File: src/rtl/m1t_lsu_pkg.sv
// Shared types and constants for the M1T core-side load/store port.
package m1t_lsu_pkg;

  localparam int unsigned DATA_W = 16;
  localparam int unsigned RD_W   = 4;

  // Pipeline request opcodes; encoding 3 is reserved and behaves as a fence.
  typedef enum logic [1:0] {
    OP_LOAD  = 2'd0,
    OP_STORE = 2'd1,
    OP_FENCE = 2'd2
  } lsu_op_e;

  // Bus transfer direction.
  localparam logic [1:0] MODE_READ  = 2'b00;
  localparam logic [1:0] MODE_WRITE = 2'b01;

  // Bus data-type field.
  localparam logic [1:0] DT_SBYTE = 2'b00;
  localparam logic [1:0] DT_HALF  = 2'b01;
  localparam logic [1:0] DT_UBYTE = 2'b10;

  typedef enum logic [1:0] {
    ST_IDLE        = 2'd0,
    ST_ISSUE       = 2'd1,
    ST_FENCE_DRAIN = 2'd2
  } state_e;

  // Bus beat payload held on the bus while a beat is pending.
  typedef struct packed {
    logic [1:0]        mask;
    logic [1:0]        dtype;
    logic [DATA_W-1:0] data;
    logic [1:0]        mode;
    logic [RD_W-1:0]   wb_dest;
  } beat_t;

  // Saturating 16-bit increment for event counters.
  function automatic logic [15:0] sat_inc16(input logic [15:0] v);
    return (v == 16'hFFFF) ? v : v + 16'd1;
  endfunction

endpackage

File: src/rtl/m1t_lsu_lane_fmt.sv
// Combinational mapper from byte address / size / store data to bus lanes.
module m1t_lsu_lane_fmt
  import m1t_lsu_pkg::*;
(
  input  logic              is_store,
  input  logic              addr_lsb,
  input  logic              size,
  input  logic              is_unsigned,
  input  logic [DATA_W-1:0] wdata,
  output logic [1:0]        mask_c,
  output logic [DATA_W-1:0] data_c,
  output logic [1:0]        dtype_c
);

  // Loads use both lanes; byte stores pick the lane and replicate the byte.
  always_comb begin
    mask_c  = 2'b11;
    data_c  = '0;
    dtype_c = size ? DT_HALF : (is_unsigned ? DT_UBYTE : DT_SBYTE);
    if (is_store) begin
      if (size) begin
        data_c = wdata;
      end else begin
        mask_c = addr_lsb ? 2'b10 : 2'b01;
        data_c = {wdata[7:0], wdata[7:0]};
      end
    end
  end

endmodule

File: src/rtl/m1t_lsu_port.sv
// Core-side initiator for the M1T memory/GPIO bus.
// Optional performance counters are enabled by defining M1T_LSU_PERF_CNT_EN.
module m1t_lsu_port
  import m1t_lsu_pkg::*;
#(
  parameter int unsigned MAX_OUTSTANDING = 2,
  parameter int unsigned ADDR_W          = 16
) (
  input  logic              clk,
  input  logic              async_rst,
  input  logic              clk_en,
  input  logic              req_valid,
  output logic              req_ready,
  input  logic [1:0]        req_op,
  input  logic [ADDR_W-1:0] req_addr,
  input  logic              req_size,
  input  logic              req_unsigned,
  input  logic [DATA_W-1:0] req_wdata,
  input  logic [RD_W-1:0]   req_rd,
  output logic [ADDR_W-2:0] core_mem_address_out,
  output logic [1:0]        core_mem_mask_out,
  output logic [1:0]        core_mem_read_fnc_type,
  output logic [DATA_W-1:0] core_mem_data_out,
  output logic [1:0]        core_mem_mode,
  output logic              core_mem_enable,
  output logic              core_mem_input_ready,
  output logic [RD_W-1:0]   core_mem_wb_dest,
  input  logic [DATA_W-1:0] core_mem_data_in,
  input  logic [RD_W-1:0]   core_mem_wb_dest_in,
  input  logic              core_mem_read_ack,
  input  logic              core_mem_available,
  input  logic              core_mem_idle,
  output logic              wb_valid,
  output logic [RD_W-1:0]   wb_rd,
  output logic [DATA_W-1:0] wb_data,
  output logic              misalign_err,
  output logic              lsu_busy
`ifdef M1T_LSU_PERF_CNT_EN
  ,
  output logic [15:0]       perf_loads,
  output logic [15:0]       perf_stores,
  output logic [15:0]       perf_stall_cycles
`endif
);

  localparam int unsigned CNT_W = 3;

  state_e            state_q, state_n;
  logic [CNT_W-1:0]  cnt_q, cnt_n;
  beat_t             beat_q, beat_n;
  logic [ADDR_W-2:0] addr_q, addr_n;
  logic              en_q, en_n;
  logic              mis_q, mis_n;
  logic              wbv_q, wbv_n;
  logic [RD_W-1:0]   wbrd_q, wbrd_n;
  logic [DATA_W-1:0] wbd_q, wbd_n;
  logic              busy_q, busy_n;

  logic              is_load_c, is_store_c, fire_c, take_c, inc_c, dec_c, full_c;
  logic [1:0]        fmt_mask_c, fmt_dtype_c;
  logic [DATA_W-1:0] fmt_data_c;

  assign is_load_c  = (req_op == 2'(OP_LOAD));
  assign is_store_c = (req_op == 2'(OP_STORE));
  assign full_c     = (cnt_q == CNT_W'(MAX_OUTSTANDING));
  assign req_ready  = !async_rst && (state_q == ST_IDLE) && !(is_load_c && full_c);
  assign fire_c     = req_valid && req_ready;
  assign take_c     = (state_q == ST_ISSUE) && core_mem_available;
  assign inc_c      = take_c && (beat_q.mode == MODE_READ);
  assign dec_c      = core_mem_read_ack && (cnt_q != '0);

  m1t_lsu_lane_fmt u_fmt (
    .is_store    (is_store_c),
    .addr_lsb    (req_addr[0]),
    .size        (req_size),
    .is_unsigned (req_unsigned),
    .wdata       (req_wdata),
    .mask_c      (fmt_mask_c),
    .data_c      (fmt_data_c),
    .dtype_c     (fmt_dtype_c)
  );

  // Next-state, outstanding count and registered output values.
  always_comb begin
    state_n = state_q;
    cnt_n   = cnt_q;
    beat_n  = beat_q;
    addr_n  = addr_q;
    en_n    = en_q;
    mis_n   = 1'b0;
    wbv_n   = dec_c;
    wbrd_n  = wbrd_q;
    wbd_n   = wbd_q;

    unique case (state_q)
      ST_IDLE: begin
        if (fire_c) begin
          if (is_load_c || is_store_c) begin
            if (req_size && req_addr[0]) begin
              mis_n = 1'b1;
            end else begin
              addr_n         = req_addr[ADDR_W-1:1];
              beat_n.mask    = fmt_mask_c;
              beat_n.dtype   = fmt_dtype_c;
              beat_n.data    = fmt_data_c;
              beat_n.mode    = is_store_c ? MODE_WRITE : MODE_READ;
              beat_n.wb_dest = is_store_c ? '0 : req_rd;
              en_n           = 1'b1;
              state_n        = ST_ISSUE;
            end
          end else begin
            state_n = ST_FENCE_DRAIN;
          end
        end
      end
      ST_ISSUE: begin
        if (core_mem_available) begin
          en_n    = 1'b0;
          state_n = ST_IDLE;
        end
      end
      ST_FENCE_DRAIN: begin
        if ((cnt_q == '0) && core_mem_idle) begin
          state_n = ST_IDLE;
        end
      end
      default: state_n = ST_IDLE;
    endcase

    if (inc_c && !dec_c) begin
      cnt_n = cnt_q + CNT_W'(1);
    end else if (dec_c && !inc_c) begin
      cnt_n = cnt_q - CNT_W'(1);
    end

    if (dec_c) begin
      wbrd_n = core_mem_wb_dest_in;
      wbd_n  = core_mem_data_in;
    end

    busy_n = (cnt_n != '0) || (state_n != ST_IDLE);
  end

  // State register; everything freezes while clk_en is low.
  always_ff @(posedge clk or posedge async_rst) begin
    if (async_rst) begin
      state_q <= ST_IDLE;
      cnt_q   <= '0;
      beat_q  <= '0;
      addr_q  <= '0;
      en_q    <= 1'b0;
      mis_q   <= 1'b0;
      wbv_q   <= 1'b0;
      wbrd_q  <= '0;
      wbd_q   <= '0;
      busy_q  <= 1'b0;
    end else if (clk_en) begin
      state_q <= state_n;
      cnt_q   <= cnt_n;
      beat_q  <= beat_n;
      addr_q  <= addr_n;
      en_q    <= en_n;
      mis_q   <= mis_n;
      wbv_q   <= wbv_n;
      wbrd_q  <= wbrd_n;
      wbd_q   <= wbd_n;
      busy_q  <= busy_n;
    end
  end

  assign core_mem_address_out   = addr_q;
  assign core_mem_mask_out      = beat_q.mask;
  assign core_mem_read_fnc_type = beat_q.dtype;
  assign core_mem_data_out      = beat_q.data;
  assign core_mem_mode          = beat_q.mode;
  assign core_mem_wb_dest       = beat_q.wb_dest;
  assign core_mem_enable        = en_q;
  assign core_mem_input_ready   = en_q;
  assign wb_valid               = wbv_q;
  assign wb_rd                  = wbrd_q;
  assign wb_data                = wbd_q;
  assign misalign_err           = mis_q;
  assign lsu_busy               = busy_q;

`ifdef M1T_LSU_PERF_CNT_EN
  logic [15:0] perf_ld_q, perf_st_q, perf_stall_q;

  // Saturating beat and stall event counters.
  always_ff @(posedge clk or posedge async_rst) begin
    if (async_rst) begin
      perf_ld_q    <= '0;
      perf_st_q    <= '0;
      perf_stall_q <= '0;
    end else if (clk_en) begin
      if (inc_c) perf_ld_q <= sat_inc16(perf_ld_q);
      if (take_c && (beat_q.mode == MODE_WRITE)) perf_st_q <= sat_inc16(perf_st_q);
      if (req_valid && !req_ready) perf_stall_q <= sat_inc16(perf_stall_q);
    end
  end

  assign perf_loads        = perf_ld_q;
  assign perf_stores       = perf_st_q;
  assign perf_stall_cycles = perf_stall_q;
`endif

endmodule

File: config.mk
export PLATFORM = sky130hd
export DESIGN_NAME = m1t_lsu_port
export DESIGN_NICKNAME = d
export VERILOG_FILES = /design/src/rtl/m1t_lsu_pkg.sv /design/src/rtl/m1t_lsu_lane_fmt.sv /design/src/rtl/m1t_lsu_port.sv
export SDC_FILE = /design/constraint.sdc
export NUM_CORES = 1
export LEC_CHECK = 0
export ABC_AREA = 1
export BUFFER_PORTS_ARGS = -buffer_cell sky130_fd_sc_hd__buf_4
export CORE_MARGIN = 2
export CORE_UTILIZATION = 43
export CTS_CLUSTER_DIAMETER = 150
export DETAILED_ROUTE_END_ITERATION = 6
export GPL_ROUTABILITY_DRIVEN = 0
export PLACE_DENSITY = 0.82
export SLEW_MARGIN = 15
export SYNTH_ARGS = -nofsm -noshare
export SYNTH_HDL_FRONTEND = slang
export SYNTH_SLANG_ARGS = --single-unit
File: constraint.sdc
create_clock -name clk -period 1.9 [get_ports clk]
set_input_delay 0.19 -clock clk [delete_from_list [all_inputs] [get_ports clk]]
set_output_delay 0.19 -clock clk [all_outputs]
set_load 0.01 [all_outputs]
# After elaboration in Yosys (flattened, before gate mapping)
# Cells that the tools add are included.
totals:
  in_bits: 67
  regBits: 70
  elab_cells: 79
  output_inout_bits: 67
op_classes:
  addsub: 2
  bitwise_logic: 1
  mux: 26
  eq_ne: 8
  reduce_logical: 28
ops:
  columns: ["cell", "n"]
  rows:
  - ["16-bit two-way mux", 2]
  - ["2-bit two-way mux", 10]
  - ["1-bit logical AND", 11]
  - ["1-bit two-way mux", 9]
  - ["2-bit zero test", 3]
  - ["3-bit two-way mux", 2]
  - ["2-bit inequality test (second input constant)", 3]
  - ["2-bit case mux with 3 select lines", 1]
  - ["6-bit AND reduction", 1]
  - ["3-bit nonzero test", 2]
  - ["5-bit AND reduction", 1]
  - ["2-bit by 1-bit == test with 1-bit output (second input constant)", 2]
  - ["1-bit zero test", 4]
  - ["4-bit two-way mux", 1]
  - ["2-bit nonzero test", 2]
  - ["3-bit by 1-bit adder with 3-bit output (second input constant)", 1]
  - ["3-bit by 2-bit == test with 1-bit output (second input constant)", 1]
  - ["3-bit zero test", 1]
  - ["3-bit by 1-bit subtractor with 3-bit output (second input constant)", 1]
  - ["2-bit == test (second input constant)", 1]
  - ["1-bit logical OR", 2]
  - ["2-bit by 1-bit inequality test with 1-bit output (second input constant)", 1]
  - ["1-bit case mux with 2 select lines", 1]
  - ["2-bit AND reduction", 1]
  - ["1-bit inverter", 1]

# Depth between registers and ports, before layout
depth:
  ltp_word: 9
  ltp_mapped: 12
  ltp_nobuf: 12

# Modules after synthesis
# From an unflattened synthesis, not the netlist that was laid out.
unflattened:
  hier_cells: 384
  area_unflattened_um2: 3487.1
modules_own_cells:
  columns: ["mod", "cells_per_inst", "area_per_inst_um2", "n_inst", "seq_area_each_um2"]
  rows:
  - ["m1t_lsu_port", 318, 3200.6, 1, 1726.7]
  - ["m1t_lsu_lane_fmt", 66, 286.5, 1, 0.0]

# Worst setup path after synthesis
# Ideal clock, no wire load.
synth_path:
  path_kind: "register -> register"
  from: "register cnt_q[0]"
  to: "register wbd_q[10] (netlist: wb_data[10])"
  period_less_slack_ns: 1.606
  setup_slack_ns: 0.294
  path_stages_with_launch: 7
  arrival_ns: 1.481
  required_ns: 1.775
  setup_time_ns: 0.125
  path_buffers: 1
  path_cell_list: "dfrtp_1 > inv_1 > ha_1 > a21boi_0 > nand2_1 > buf_2 > mux2_2"
synth_between:
  elab_chain_len: 3
synth_lines:
  columns: ["item", "line", "rtl"]
  rows:
  - ["start: declaration", "m1t_lsu_port.sv:49", "logic [CNT_W-1:0] cnt_q, cnt_n;"]
  - ["start signal: assignment", "m1t_lsu_port.sv:159", "cnt_q <= cnt_n;"]
  - ["3-bit nonzero test", "m1t_lsu_port.sv:70", "assign dec_c = core_mem_read_ack && (cnt_q != '0);"]
  - ["1-bit logical AND", "m1t_lsu_port.sv:70", null]
  - ["2-bit AND reduction (no line)", null, null]
  - ["end signal: assignment", "m1t_lsu_port.sv:166", "wbd_q <= wbd_n;"]
  - ["end: declaration", "m1t_lsu_port.sv:56", "logic [DATA_W-1:0] wbd_q, wbd_n;"]
# Every way passes these cells.
# A chain may end at the register's enable or synchronous reset.

# Worst setup path after layout
layout_path:
  from: "register cnt_q[0]"
  to: "register beat_q (netlist bit core_mem_data_out[1])"
layout_between:
  elab_chain_len: 6
layout_lines:
  columns: ["item", "line", "rtl"]
  rows:
  - ["3-bit by 2-bit == test with 1-bit output", "m1t_lsu_port.sv:65", "assign full_c = (cnt_q == CNT_W'(MAX_OUTSTANDING));"]
  - ["1-bit logical AND", "m1t_lsu_port.sv:66", "assign req_ready = !async_rst && (state_q == ST_IDLE) && !(is_load_c && full_c);"]
  - ["1-bit zero test", "m1t_lsu_port.sv:66", null]
  - ["1-bit logical AND", "m1t_lsu_port.sv:66", null]
  - ["1-bit logical AND", "m1t_lsu_port.sv:67", "assign fire_c = req_valid && req_ready;"]
  - ["5-bit AND reduction (no line)", null, null]
  - ["end signal: assignment", "m1t_lsu_port.sv:160", "beat_q <= beat_n;"]
  - ["end: declaration", "m1t_lsu_port.sv:50", "beat_t beat_q, beat_n;"]
# Every way passes these cells.

==> impl_metrics.ini <==
[global_routing]
grt_first_pass_wirelength_mm = 11.9
number_of_global_route_vias_before_repair = 2610
grt_start_max_net_pins = 50
grt_util_all_layers_pct = 19.8
antenna_found_initial = 0
gr-total-overflow = 0

[timing]
final.setup_skew_ns = 0.00854
hold_viol_final = 0
finalMaxSlewViolations = 0
finalCritPeriodShare_pct = 92.6
period_minus_slack_ns = 1.76
final.setup.tns_ns = 0
achievable-frequency_mhz = 569
setup_viol = 0

[route]
route.final.wire_length_mm = 7.43
via_per_inst = 4.72
vias = 2641
routed_wire_length_per_instance_um = 13.3
dr.first_iter.drc_count = 94
detail_route.drc_violations = 0
final_antenna_net_count = 0
drtPass1Iterations = 4

[synthesis]
nets_in_the_synthesized_netlist = 388
synth.avg_cell_area_sq_um = 9.58
postSynthCellCount = 317
netlist_area_pre_place_sq_um = 3040
synth_seq_area_share_pct = 56.8
ys_seq_elements = 69
yosysWarningCount = 0
synth_unique_cells = 28

[min_path]
hold_path_class = primary input to register
worst_hold_path.num_cells = 3
timing.hold.worst_endpoint = core_mem_address_out[8]
hold_sp = req_addr[9]

[clock_tree]
tritoncts.num_buffers = 9
clkLatencyLatePin_ns = 0.33
cts.reportedPaths.clkPinSlew_ns = 0.08
cts_max_path_buffers = 2
cts_root_buf = sky130_fd_sc_hd__clkbuf_8
tritoncts_clock_tree = built
cts.sinks = 69
cts_htree_levels = 3

[setup_path]
launch_instance_of_the_worst_register_to_register_path = cnt_q[0]
critical_path_required_ns = 2.16
critPathLaunchType = register
worstPathBufferInverterCount = 2
cpLargestDelayFamily = simple AND/OR/NAND/NOR gates
worstRegToRegCells = 9
regToRegSetupSlack_ns = 0.14
slowest_delay_ns = 0.38
worst-setup-path-type = register to register
worst_setup_path_end_kind = register
critical_path.max_fanout = 15
r2r-end = core_mem_data_out[1]
critical-path-slowest-cell = sky130_fd_sc_hd__dfrtp_1
worstPathArrival_ns = 2.02
crit_path_frequent_cell = sky130_fd_sc_hd__nor2_4
crit_path_cell_trace = inv_1 > ha_1 > nand4_1 > nand2_2 > nor2_4 > nand3_4 > nor2_4 > inv_4 > o21ai_0

[finish]
areaGrowthSynthToFinish_pct = 45.2
layout_commonest_cell = sky130_fd_sc_hd__buf_4
finish.net_count = 529
commonest_cells_after_routing_fill_and_taps_aside = sky130_fd_sc_hd__buf_4 (141), sky130_fd_sc_hd__nand2_1 (108), sky130_fd_sc_hd__dfrtp_1 (69)
drive_above_1_share_pct = 42.3
antenna_cells_inserted = 0

[die]
standard_cell_rows = 30
fp.dieW_um = 88.1
placeableCoreArea_sq_um = 6830
area_enclosed_by_the_die_boundary_sq_um = 7750
start_util_pct = 44.5
num_io_pins = 134
die_height_um = 88.1

[run]
maxCapViolations = 0

[power]
power_density_nw_per_um2 = 1470
vdd.ir_drop.worst_mv = 0.674
post-layout-total-power_mw = 6.51
power.leakage_nw = 2.34

[placed_design]
post-dp-hpwl_mm = 5.57
io_buffer_count = 132

[status]
outcome = finished, final reports clean
per-stage QoR:
step | area (sq um) | std cells | util, % | hold WS (ns) | worst slack [ns]
2_1_floorplan | 3040 | 317 | - | 0.300 | 0.294
3_3_place_gp | 4130 | 537 | 60.4 | 0.261 | 0.178
3_5_place_dp | 4130 | 537 | 60.4 | 0.260 | 0.00932
4_1_cts | 4380 | 556 | 64.0 | 0.0241 | 0.0901
5_1_grt | 4410 | 559 | 64.6 | 0.0313 | -0.0348
6_report | 4410 | 559 | 64.6 | 0.0420 | 0.141
synth_stat cells, drive strengths merged:
cell	instances	area share [%]
dfrtp	69	57
nand3	12	2.4
nand2	109	13
buf	9	2.0
nor2	21	3.3
mux2i	3	0.99
o2111ai	1	0.29
a21boi	1	0.25
conb	1	0.12
mux2	20	7.4
clkbuf	4	0.49
inv	24	3.0
nand4	1	0.21
o21ai	25	5.2
nor3	1	0.16
clkinv	1	0.12
o22ai	1	0.21
o21a	2	0.49
ha	4	1.6
a21oi	7	1.2
a22o	1	0.29
final cells by class:
type                       count  area (sq um)
clock buffer                  11           141
clock inverter                 5          82.6
sequential                    69          1730
fill                         571          2420
inverter                      25           103
tap                           96           120
multi-input combinational    210          1150
timing repair buffer         143          1090
repair_timing:
| item | 4_1_cts | 5_1_grt |
|---|---|---|
| endpoints found under the setup margin | 3 | 40 |
| hold endpoints to repair | 20 | 0 |
| resized for setup | 0 | 9 |
| pin swaps | 0 | 1 |
| setup buffers | 2 | 3 |
| hold buffers | 1 | 0 |
cells by family (layout without fill, tap and decap cells):
logic type,count (synthesis),count (layout),share of synthesized area [%]
multiplexers,23,23,8.40
flip-flops,69,69,56.8
AO/OA/AOI/OAI,38,38,7.91
adder cells (fa/ha/maj),4,4,1.65
other,1,1,0.123
buffers and inverters,38,184,5.60
AND/OR/NAND/NOR,144,144,19.5
where the power goes:
group | leakage, nW | switching (mW) | total (mW) | internal [mW]
Combinational | 1.37 | 1.25 | 2.66 | 1.41
Sequential | 0.858 | 0.399 | 2.52 | 2.12
Clock | 0.114 | 0.544 | 1.32 | 0.780
Total | 2.34 | 2.19 | 6.51 | 4.31
worst register-to-register path, delay by kind of cell, from the launching register on:
family,cells,cell delay (ns)
compound gates,1,0.17
fa+ha+maj,1,0.23
buf+inv,2,0.23
flops,1,0.38
simple gates,5,0.68
how the worst max path moves through the flow:
stage          slack [ns]  depth (start not counted)                    to      from
4_1_cts              0.09                          9  core_mem_data_out[4]  cnt_q[0]
3_3_place_gp         0.18                          8      core_mem_mode[0]  cnt_q[0]
6_report             0.14                          9  core_mem_data_out[1]  cnt_q[0]
3_5_place_dp        0.009                          9  core_mem_data_out[4]  cnt_q[0]
5_1_grt             -0.03                          9  core_mem_data_out[4]  cnt_q[0]
2_1_floorplan        0.29                          6           wb_data[10]  cnt_q[0]
per-layer routing:
| layer | vias up | track usage (%) | share of wire (%) |
|---|---|---|---|
| met5 | - | 0 | 0 |
| met4 | 0 | 8.40 | 1.0 |
| met2 | 105 | 32.9 | 50 |
| met1 | 1229 | 24.9 | 42 |
| met3 | 8 | 4.62 | 6.8 |
| li1 | 1299 | - | - |
registers in the layout (all words and copies together) (netlist names):
name                    cells
core_mem_address_out       15
lsu_busy                    1
core_mem_mode               1
wb_rd                       4
wb_data                    16
wb_valid                    1
core_mem_enable             1
core_mem_mask_out           2
state_q                     2
core_mem_read_fnc_type      2
misalign_err                1
cnt_q                       3
core_mem_data_out          16
core_mem_wb_dest            4
Power figures use the tool's default switching activity.
